File: config.mk
export PLATFORM = sky130hd
export DESIGN_NAME = servant_wb_loader
export DESIGN_NICKNAME = d
export VERILOG_FILES = /design/src/rtl/servant_loader_pkg.sv /design/src/rtl/servant_loader_packer.sv /design/src/rtl/servant_wb_loader.sv
export SDC_FILE = /design/constraint.sdc
export NUM_CORES = 1
export LEC_CHECK = 0
export CAP_MARGIN = 20
export CORE_MARGIN = 3
export CORE_UTILIZATION = 45
export CTS_BUF_LIST = sky130_fd_sc_hd__clkbuf_16
export CTS_CLUSTER_DIAMETER = 150
export CTS_CLUSTER_SIZE = 10
export DETAILED_ROUTE_END_ITERATION = 10
export GPL_ROUTABILITY_DRIVEN = 0
export PLACE_DENSITY = 0.76
export SLEW_MARGIN = 10
export SYNTH_ARGS = -nofsm -noshare
export SYNTH_HDL_FRONTEND = slang
export SYNTH_SLANG_ARGS = --single-unit
File: constraint.sdc
create_clock -name i_wb_clk -period 2.16 [get_ports i_wb_clk]
set_input_delay 0.432 -clock i_wb_clk [delete_from_list [all_inputs] [get_ports i_wb_clk]]
set_output_delay 0.432 -clock i_wb_clk [all_outputs]
set_load 0.02 [all_outputs]
File: src/rtl/servant_loader_pkg.sv
// Shared definitions for the servant Wishbone boot loader: FSM state
// encodings, lane count and a byte-lane mask helper.
package servant_loader_pkg;

  typedef enum logic [2:0] {
    S_IDLE    = 3'd0,
    S_COLLECT = 3'd1,
    S_WRITE   = 3'd2,
    S_VERIFY  = 3'd3,
    S_DONE    = 3'd4
  } loader_state_t;

  localparam int LANES = 4;

  // Expand a 4-bit byte-select into a 32-bit bit mask.
  function automatic logic [31:0] lane_mask(input logic [3:0] sel);
    logic [31:0] mask;
    mask = 32'h0000_0000;
    for (int k = 0; k < LANES; k++) begin
      mask[8*k +: 8] = {8{sel[k]}};
    end
    return mask;
  endfunction

endpackage

File: src/rtl/servant_loader_packer.sv
// Little-endian byte packer: tracks the next free byte lane and accumulates
// data and lane selects for one 32-bit word. word_nxt/sel_nxt show the word
// including the byte being pushed this cycle, so the issuing logic can
// capture a complete word on the same edge that accepts its final byte.
module servant_loader_packer
  import servant_loader_pkg::*;
(
  input  logic        clk,
  input  logic        rst,
  input  logic        push,
  input  logic        clr,
  input  logic [7:0]  data,
  output logic [31:0] word_nxt,
  output logic [3:0]  sel_nxt,
  output logic        last_lane
);

  logic [1:0]  lane_r;
  logic [31:0] dat_r;
  logic [3:0]  sel_r;

  assign last_lane = (lane_r == 2'd3);

  // Merge the incoming byte into its lane of the accumulated word.
  always_comb begin
    word_nxt = dat_r;
    sel_nxt  = sel_r;
    if (push) begin
      word_nxt[{lane_r, 3'b000} +: 8] = data;
      sel_nxt[lane_r]                 = 1'b1;
    end else begin
      word_nxt = dat_r;
      sel_nxt  = sel_r;
    end
  end

  // Lane counter and accumulator; a word issue empties the packer.
  always_ff @(posedge clk) begin
    if (rst || clr) begin
      lane_r <= 2'd0;
      dat_r  <= 32'h0000_0000;
      sel_r  <= 4'h0;
    end else if (push) begin
      lane_r <= lane_r + 2'd1;
      dat_r  <= word_nxt;
      sel_r  <= sel_nxt;
    end
  end

endmodule

File: src/rtl/servant_wb_loader.sv
// Wishbone initiator that fills servant_ram from a boot byte stream.
// Bytes are packed little-endian into words written at incrementing word
// addresses from 0. Optional read-back verification of every written word
// is enabled by defining SERVANT_LOADER_VERIFY_EN.
module servant_wb_loader
  import servant_loader_pkg::*;
#(
  parameter int depth = 256,
  parameter int aw    = $clog2(depth)
) (
  input  logic          i_wb_clk,
  input  logic          i_wb_rst,
  input  logic [7:0]    i_byte,
  input  logic          i_byte_valid,
  input  logic          i_byte_last,
  output logic          o_byte_ready,
  output logic [aw-3:0] o_wb_adr,
  output logic [31:0]   o_wb_dat,
  output logic [3:0]    o_wb_sel,
  output logic          o_wb_we,
  output logic          o_wb_cyc,
  input  logic [31:0]   i_wb_rdt,
  input  logic          i_wb_ack,
  output logic          o_busy,
  output logic          o_done,
  output logic          o_err
);

  localparam int          WORDS_I = depth / LANES;
  localparam logic [aw-1:0] WORDS_W = WORDS_I[aw-1:0];

  loader_state_t state_r;
  logic [aw-2:0] word_cnt_r;  // one bit wider than the address: holds "RAM full"
  logic          last_r;

  logic          accept_s;
  logic          ovf_s;
  logic          push_s;
  logic          issue_s;
  logic [31:0]   pk_word_s;
  logic [3:0]    pk_sel_s;
  logic          pk_last_lane_s;

`ifdef SERVANT_LOADER_VERIFY_EN
  logic [3:0]    vsel_r;      // lanes of the word being verified
`else
  logic          unused_rdt;
  assign unused_rdt = ^i_wb_rdt;
`endif

  assign accept_s = i_byte_valid & o_byte_ready;
  assign ovf_s    = (word_cnt_r == WORDS_W[aw-2:0]);
  assign push_s   = accept_s & ~ovf_s;
  assign issue_s  = push_s & (pk_last_lane_s | i_byte_last);

  servant_loader_packer u_packer (
    .clk       (i_wb_clk),
    .rst       (i_wb_rst),
    .push      (push_s),
    .clr       (issue_s),
    .data      (i_byte),
    .word_nxt  (pk_word_s),
    .sel_nxt   (pk_sel_s),
    .last_lane (pk_last_lane_s)
  );

  // Loader FSM with address counter, registered Wishbone and status outputs.
  always_ff @(posedge i_wb_clk) begin
    if (i_wb_rst) begin
      state_r      <= S_IDLE;
      word_cnt_r   <= '0;
      last_r       <= 1'b0;
      o_byte_ready <= 1'b1;
      o_wb_adr     <= '0;
      o_wb_dat     <= 32'h0000_0000;
      o_wb_sel     <= 4'h0;
      o_wb_we      <= 1'b0;
      o_wb_cyc     <= 1'b0;
      o_busy       <= 1'b0;
      o_done       <= 1'b0;
      o_err        <= 1'b0;
`ifdef SERVANT_LOADER_VERIFY_EN
      vsel_r       <= 4'h0;
`endif
    end else begin
      o_done <= 1'b0;
      case (state_r)
        S_IDLE, S_COLLECT: begin
          if (accept_s) begin
            o_busy <= 1'b1;
            if (ovf_s) begin
              // RAM already full: swallow the byte, flag it, finish on last.
              o_err <= 1'b1;
              if (i_byte_last) begin
                state_r      <= S_DONE;
                o_done       <= 1'b1;
                o_busy       <= 1'b0;
                o_byte_ready <= 1'b0;
              end else begin
                state_r <= S_COLLECT;
              end
            end else if (issue_s) begin
              state_r      <= S_WRITE;
              last_r       <= i_byte_last;
              o_byte_ready <= 1'b0;
              o_wb_cyc     <= 1'b1;
              o_wb_we      <= 1'b1;
              o_wb_adr     <= word_cnt_r[aw-3:0];
              o_wb_dat     <= pk_word_s;
              o_wb_sel     <= pk_sel_s;
            end else begin
              state_r <= S_COLLECT;
            end
          end
        end
        S_WRITE: begin
          if (i_wb_ack) begin
            o_wb_cyc <= 1'b0;
`ifdef SERVANT_LOADER_VERIFY_EN
            state_r  <= S_VERIFY;
            o_wb_we  <= 1'b0;
            o_wb_sel <= 4'hf;
            vsel_r   <= o_wb_sel;
`else
            word_cnt_r <= word_cnt_r + 1'b1;
            if (last_r) begin
              state_r <= S_DONE;
              o_done  <= 1'b1;
              o_busy  <= 1'b0;
            end else begin
              state_r      <= S_COLLECT;
              o_byte_ready <= 1'b1;
            end
`endif
          end
        end
`ifdef SERVANT_LOADER_VERIFY_EN
        S_VERIFY: begin
          // One idle cycle after the write ack, then a read of the same word.
          if (!o_wb_cyc) begin
            o_wb_cyc <= 1'b1;
          end else if (i_wb_ack) begin
            o_wb_cyc   <= 1'b0;
            word_cnt_r <= word_cnt_r + 1'b1;
            if (|((i_wb_rdt ^ o_wb_dat) & lane_mask(vsel_r))) begin
              o_err <= 1'b1;
            end
            if (last_r) begin
              state_r <= S_DONE;
              o_done  <= 1'b1;
              o_busy  <= 1'b0;
            end else begin
              state_r      <= S_COLLECT;
              o_byte_ready <= 1'b1;
            end
          end
        end
`endif
        S_DONE: begin
          state_r      <= S_IDLE;
          word_cnt_r   <= '0;
          last_r       <= 1'b0;
          o_byte_ready <= 1'b1;
        end
        default: begin
          state_r      <= S_IDLE;
          o_wb_cyc     <= 1'b0;
          o_byte_ready <= 1'b1;
        end
      endcase
    end
  end

endmodule

### After elaboration in Yosys (flattened, before gate mapping)

Index checks and enable logic that the tools add are counted.

* add/sub/neg operators: 3
* $mul: 0
* divide/modulo/power cells: 0
* magnitude comparators: 2
* equality and inequality tests: 13
* shift operators: 2
* muxes and demuxes: 42
* bitwise gates (word level): 7
* reduce and logical (&&, ||, !) cells: 15

Operators with widths (count)
* bitwise mux 32 bit: 1
* two-way mux 32 bit: 1
* variable shift 8 x 7 -> 32 bit, first input constant: 1
* variable part select 8 x 7 -> 32 bit: 1
* two-way mux 1 bit: 24
* two-way mux 3 bit: 5
* one-hot mux 7 bit (2 select lines): 1
* AND reduction 4 bit: 3
* inequality test 2 bit, second input constant: 5
* AND reduction 5 bit: 2
* one-hot mux 1 bit (2 select lines): 4
* adder 7 x 1 -> 7 bit, second input constant: 1
* == test 7 bit, second input constant: 1
* two-way mux 7 bit: 1
* negator 5 -> 7 bit: 1
* one-hot mux 3 bit (2 select lines): 1
* nonzero test 2 bit: 3
* two-way mux 4 bit: 1
* OR 4 bit: 1
* AND reduction 2 bit: 2
* bitwise AND 1 bit: 3
* == test 3 x 1 -> 1 bit, second input constant: 1
* == test 3 x 2 -> 1 bit, second input constant: 1
* == test 3 bit, second input constant: 1
* 17 further kinds: 18

* flip-flop bits (word level): 97
* bits in latches: 0
* bits in writable memories: 0
* bits in read-only memories: 0
* input bits: 45
* output and inout bits: 48
* logic and storage cells: 99
* memories: 0

### Depth between registers and ports, before layout

* word-level depth: 8
* depth in mapped cells: 8
* depth with buffers taken out: 6

### Cells and area by module

Synthesis repeated with hierarchy kept, for this count alone.

* cells, all modules: 476
* area total of the unflattened synthesis: 4130.2 sq um

Modules (own cells, without submodules)
* servant_wb_loader: instances 1, cells an instance 286, area each 2343.5 sq um, sequential area each 1181.1 sq um
* servant_loader_packer: instances 1, cells an instance 190, area each 1786.7 sq um, sequential area each 760.7 sq um

### Least setup slack after synthesis

No wires, ideal clock.

* kind: reg-to-reg
* start: register u_packer.lane_r[0]
* end: register o_wb_dat[16]
* setup time: 86 ps
* arrival time: 1978 ps
* path slack: 96 ps
* cell stages (with the launch flop): 7
* cell sequence: dfxtp_1 -> inv_1 -> ha_1 -> nor3b_1 -> nand4_1 -> a2bb2oi_1 -> a211oi_1

* word-level cells in the longest chain between the ends: 4
* elaborated cells on any way between the ends: 9
* classes of those cells: add/sub (1); eq/ne (1); shift (2); mux (2); bitwise (2); reduce/logical (1)

Ends and longest elaborated chain
* start: declaration: RTL line servant_loader_packer.sv:18 `logic [1:0] lane_r;`
* start signal: assignment: RTL line servant_loader_packer.sv:44 `lane_r <= lane_r + 2'd1;`
* negator 5 -> 7 bit / == test 2 bit (equally long branches): RTL line servant_loader_packer.sv:29, servant_loader_packer.sv:22
* variable part select 8 x 7 -> 32 bit, or another cell as far along: RTL line servant_loader_packer.sv:29 `word_nxt[{lane_r, 3'b000} +: 8] = data;`
* bitwise mux 32 bit / bitwise AND 1 bit (equally long branches): RTL line servant_loader_packer.sv:29, servant_wb_loader.sv:54
* two-way mux 32 bit / AND reduction 4 bit (equally long branches)
* end signal: assignment: RTL line servant_wb_loader.sv:109 `o_wb_dat <= pk_word_s;`
* end: declaration: RTL line servant_wb_loader.sv:18 `output logic [31:0] o_wb_dat,`

Parallel ways exist; a longest one is shown, timed or not.
A chain may end at the register's enable or synchronous reset.

### Final worst setup path

* start: register word_cnt_r[5]
* end: register o_wb_dat[10]

* word-level cells in the longest chain between the ends: 5
* elaborated cells on any way between the ends: 6
* classes of those cells: eq/ne (1); mux (1); bitwise (3); reduce/logical (1)

Ends and longest elaborated chain
* start: declaration: RTL line servant_wb_loader.sv:33 `logic [aw-2:0] word_cnt_r; // one bit wider than the address: holds "RAM full"`
* start signal: assignment: RTL line servant_wb_loader.sv:125 `word_cnt_r <= word_cnt_r + 1'b1;`
* == test 7 bit *: RTL line servant_wb_loader.sv:52 `assign ovf_s = (word_cnt_r == WORDS_W[aw-2:0]);`
* inverter 1 bit (no source line) *
* bitwise AND 1 bit: RTL line servant_wb_loader.sv:53 `assign push_s = accept_s & ~ovf_s;`
* bitwise AND 1 bit: RTL line servant_wb_loader.sv:54 `assign issue_s = push_s & (pk_last_lane_s | i_byte_last);`
* AND reduction 4 bit (no source line)

Mark *: on every way between the ends. The rest lies on a longest branch, timed or not.

==> flow_metrics.py <==
metrics = {
    "outcome": {
        "status": "finished, final reports clean",
    },
    "yosys": {
        "synth_compound_area_share_pct": 21.3,
        "yosys_warnings": 0,
        "yosys.area_share.simple_pct": 19.1,
        "synth-main-ff-cell": "dfxtp_1",
        "synthMuxAreaShare_pct": 1.75,
        "syn_nets": 485,
        "ys_ff_latch": 97,
        "synth_fa_ha_area_share_pct": 3.12,
        "synth_top_family_by_area": "compound AO/OA/AOI/OAI gates",
        "synth_cell_types": 45,
        "synthCells": 430,
        "avgSynthCellArea_um2": 9.32,
        "yosysSeqAreaShare_pct": 48.4,
        "syn_area_mm2": 0.00401,
        "async_flop_share_pct": 0,
        "synth-edff-count": 0,
        "synth-xor-area-share_pct": 1.53,
    },
    "power": {
        "pwr_density_cell_mw_per_mm2": 802,
        "peakVddDrop_mv": 0.389,
        "p_leak_nw": 1.91,
    },
    "timing": {
        "slew_headroom_pct": 65.7,
        "worst_slew_pin_slew_ns": 0.514,
        "setup_viol": 0,
        "rsz0062_at_grt": "no",
        "finalHoldViolations": 0,
        "finalCritPeriodShare_pct": 90.9,
        "slew_viol_final": 0,
        "fin_skew_ns": 0.00443,
        "tns_ns": 0,
        "setup_slack_ns": 0.196,
        "hold_slack_ns": 0.440,
        "post-route-min-period_ns": 1.96,
        "fmax_ghz": 0.509,
    },
    "route": {
        "wire_per_inst_um": 15.4,
        "final_antenna_net_count": 0,
        "routed_via_density": 5.70,
        "dr.pass1.iters": 4,
        "totalWireLength_um": 9150,
        "drt_iter0_drc": 146,
        "vias": 3395,
        "post-route-drc-count": 0,
    },
    "layout": {
        "multi_input_area_mm2": 0.00190,
        "stdcell_count": 596,
        "fillerInstances": 711,
        "final_cell_mix": "97 x dfxtp_1, 89 x nor2_1, 60 x clkdlybuf4s50_1",
        "ff_latch_area_mm2": 0.00194,
        "synthToLayoutAreaGrowth_pct": 26.9,
        "final_area_mm2": 0.00509,
        "layout-drive-gt1-share_pct": 8.96,
        "final_common_cell": "dfxtp_1",
        "fin_nets": 542,
        "antennaDiodeCount": 0,
    },
    "grt": {
        "grt_overflow_total": 0,
        "grtUsageTotal_pct": 19.1,
        "grt_pass1_vias": 3335,
        "grt_first_pass_wirelength_um": 15600,
        "antenna_found_initial": 0,
        "grt_max_degree": 53,
    },
    "cts": {
        "cts_setup_buffers": 0,
        "cts_made_buffers": 9,
        "cts.sinks": 97,
        "htree_levels": 3,
        "cts_resized": 0,
        "cts_root_buf": "clkbuf_16",
        "cts_tree": "done",
        "postCtsHoldBufs": 0,
        "clock_latency_ns": 0.34,
        "ctsLongestPathBuffers": 2,
        "path_clk_slew_ns": 0.07,
    },
    "setup_path": {
        "crit_required_ns": 2.38,
        "endpoint_kind": "register",
        "critical_path_arrival_ns": 2.18,
        "reg2regPathDepth": 6,
        "crit_fanout": 24,
        "r2r_start": "word_cnt_r[5]",
        "rrSetupSlack_ns": 0.20,
        "cp-start-kind": "register",
        "path_class": "reg -> reg",
        "regToRegEndpoint": "o_wb_dat[10]",
    },
    "place": {
        "dp.cells": 581,
        "detailed_place_hpwl_um": 6400,
        "place_area_mm2": 0.00479,
        "pre_cts_ws_ns": -0.0302,
        "portBuffers": 60,
    },
    "die": {
        "io_pins": 93,
        "core_mm2": 0.00842,
        "dieArea_mm2": 0.0101,
        "die_h_um": 100,
        "initial_core_util_pct": 47.6,
        "rows": 33,
        "die_width_um": 100,
    },
    "min_path": {
        "hold_depth": 2,
        "hold_class": "reg -> reg",
        "min_from": "u_packer.sel_r[3]",
        "whs_endpoint": "u_packer.sel_r[3]",
    },
    "flow_run": {
        "maxCapViolCount": 0,
    },
}
[layout make-up]
| cell class | instances | share of cell area (%) |
|---|---|---|
| well taps | 105 | 2.58 |
| multi-input cells | 292 | 37.3 |
| flip-flops and latches | 97 | 38.2 |
| inverters | 8 | 0.590 |
| clock inverters | 6 | 1.33 |
| repair buffers | 79 | 15.6 |
| clock buffers | 9 | 4.43 |
[layer usage]
| layer | share of wire, % | GRT usage [%] | up-vias |
|---|---|---|---|
| met3 | 5.6 | 3.61 | 12 |
| met5 | 0 | 0 | - |
| met1 | 44 | 25.6 | 1601 |
| met4 | 1.5 | 7.36 | 0 |
| li1 | - | - | 1683 |
| met2 | 49 | 30.5 | 99 |
[kinds of logic (layout without fill, tap and decap cells)]
group | after synthesis | count (layout)
buffers and inverters | 41 | 102
XOR/XNOR | 7 | 7
flip-flops | 97 | 97
adder cells (fa/ha/maj) | 10 | 10
AO/OA/AOI/OAI | 113 | 113
multiplexers | 7 | 7
AND/OR/NAND/NOR | 155 | 155
[registers in the layout, indices dropped and copies added (netlist names)]
signal / count
o_wb_adr: 6
o_done: 1
word_cnt_r: 7
u_packer.lane_r: 2
o_wb_we: 1
u_packer.dat_r: 32
o_busy: 1
u_packer.sel_r: 4
state_r: 3
o_err: 1
o_wb_cyc: 1
last_r: 1
o_wb_sel: 4
o_wb_dat: 32
o_byte_ready: 1
[worst max-delay path, cell delays in order, from the launching register on]
cell and delay, ns:
dfxtp_1 0.36, or4b_1 0.52, buf_4 0.21, nor2_8 0.16, buf_12 0.19, a2bb2oi_1 0.29
a21oi_1 0.12
[how the worst max path moves through the flow]
stage / from / endpoint / cells after the start
finish: word_cnt_r[5] / o_wb_dat[10] / 6
floorplan: u_packer.lane_r[0] / o_wb_dat[16] / 6
global placement: i_byte_valid / o_wb_dat[2] / 6
detailed placement: i_byte_valid / o_wb_dat[15] / 6
CTS: u_packer.lane_r[0] / o_wb_dat[19] / 7
global route: u_packer.lane_r[0] / o_wb_dat[14] / 6
[Yosys cell counts (2+ instances only)]
cell type | number | area [um^2]
nand2b_1 | 2 | 12.5
nor4b_1 | 2 | 17.5
nand4_1 | 26 | 163
and3_1 | 10 | 62.6
nand2_1 | 9 | 33.8
a211oi_1 | 24 | 180
o211ai_4 | 3 | 63.8
ha_1 | 10 | 125
nand3b_1 | 2 | 15.0
buf_2 | 6 | 30.0
a22oi_1 | 2 | 15.0
or2_2 | 2 | 12.5
inv_1 | 8 | 30.0
buf_1 | 5 | 18.8
xor2_1 | 5 | 43.8
nor2b_1 | 2 | 12.5
xnor2_1 | 2 | 17.5
buf_6 | 2 | 22.5
mux2i_1 | 7 | 70.1
dfxtp_1 | 97 | 1940
clkbuf_1 | 16 | 60.1
a2111oi_2 | 2 | 30.0
buf_4 | 4 | 30.0
nor2_1 | 89 | 334
nor3b_1 | 2 | 15.0
a21oi_1 | 24 | 120
o21ai_0 | 18 | 90.1
a32oi_1 | 9 | 78.8
a2bb2oi_1 | 24 | 210
[where the power goes]
group          internal, mW  switching (mW)
logic                 0.255           0.339
registers              1.87          0.0521
clock network         0.897           0.668
total                  3.02            1.06
[through the flow]
| step | power, mW | util (%) |
|---|---|---|
| global placement | 2.54 | 56.9 |
| finish | 4.08 | 60.4 |
| floorplan | 2.30 | - |
| CTS | 4.10 | 60.4 |
| detailed placement | 2.55 | 56.9 |
| global route | 4.23 | 60.4 |
(Power assumes the default switching activity.)
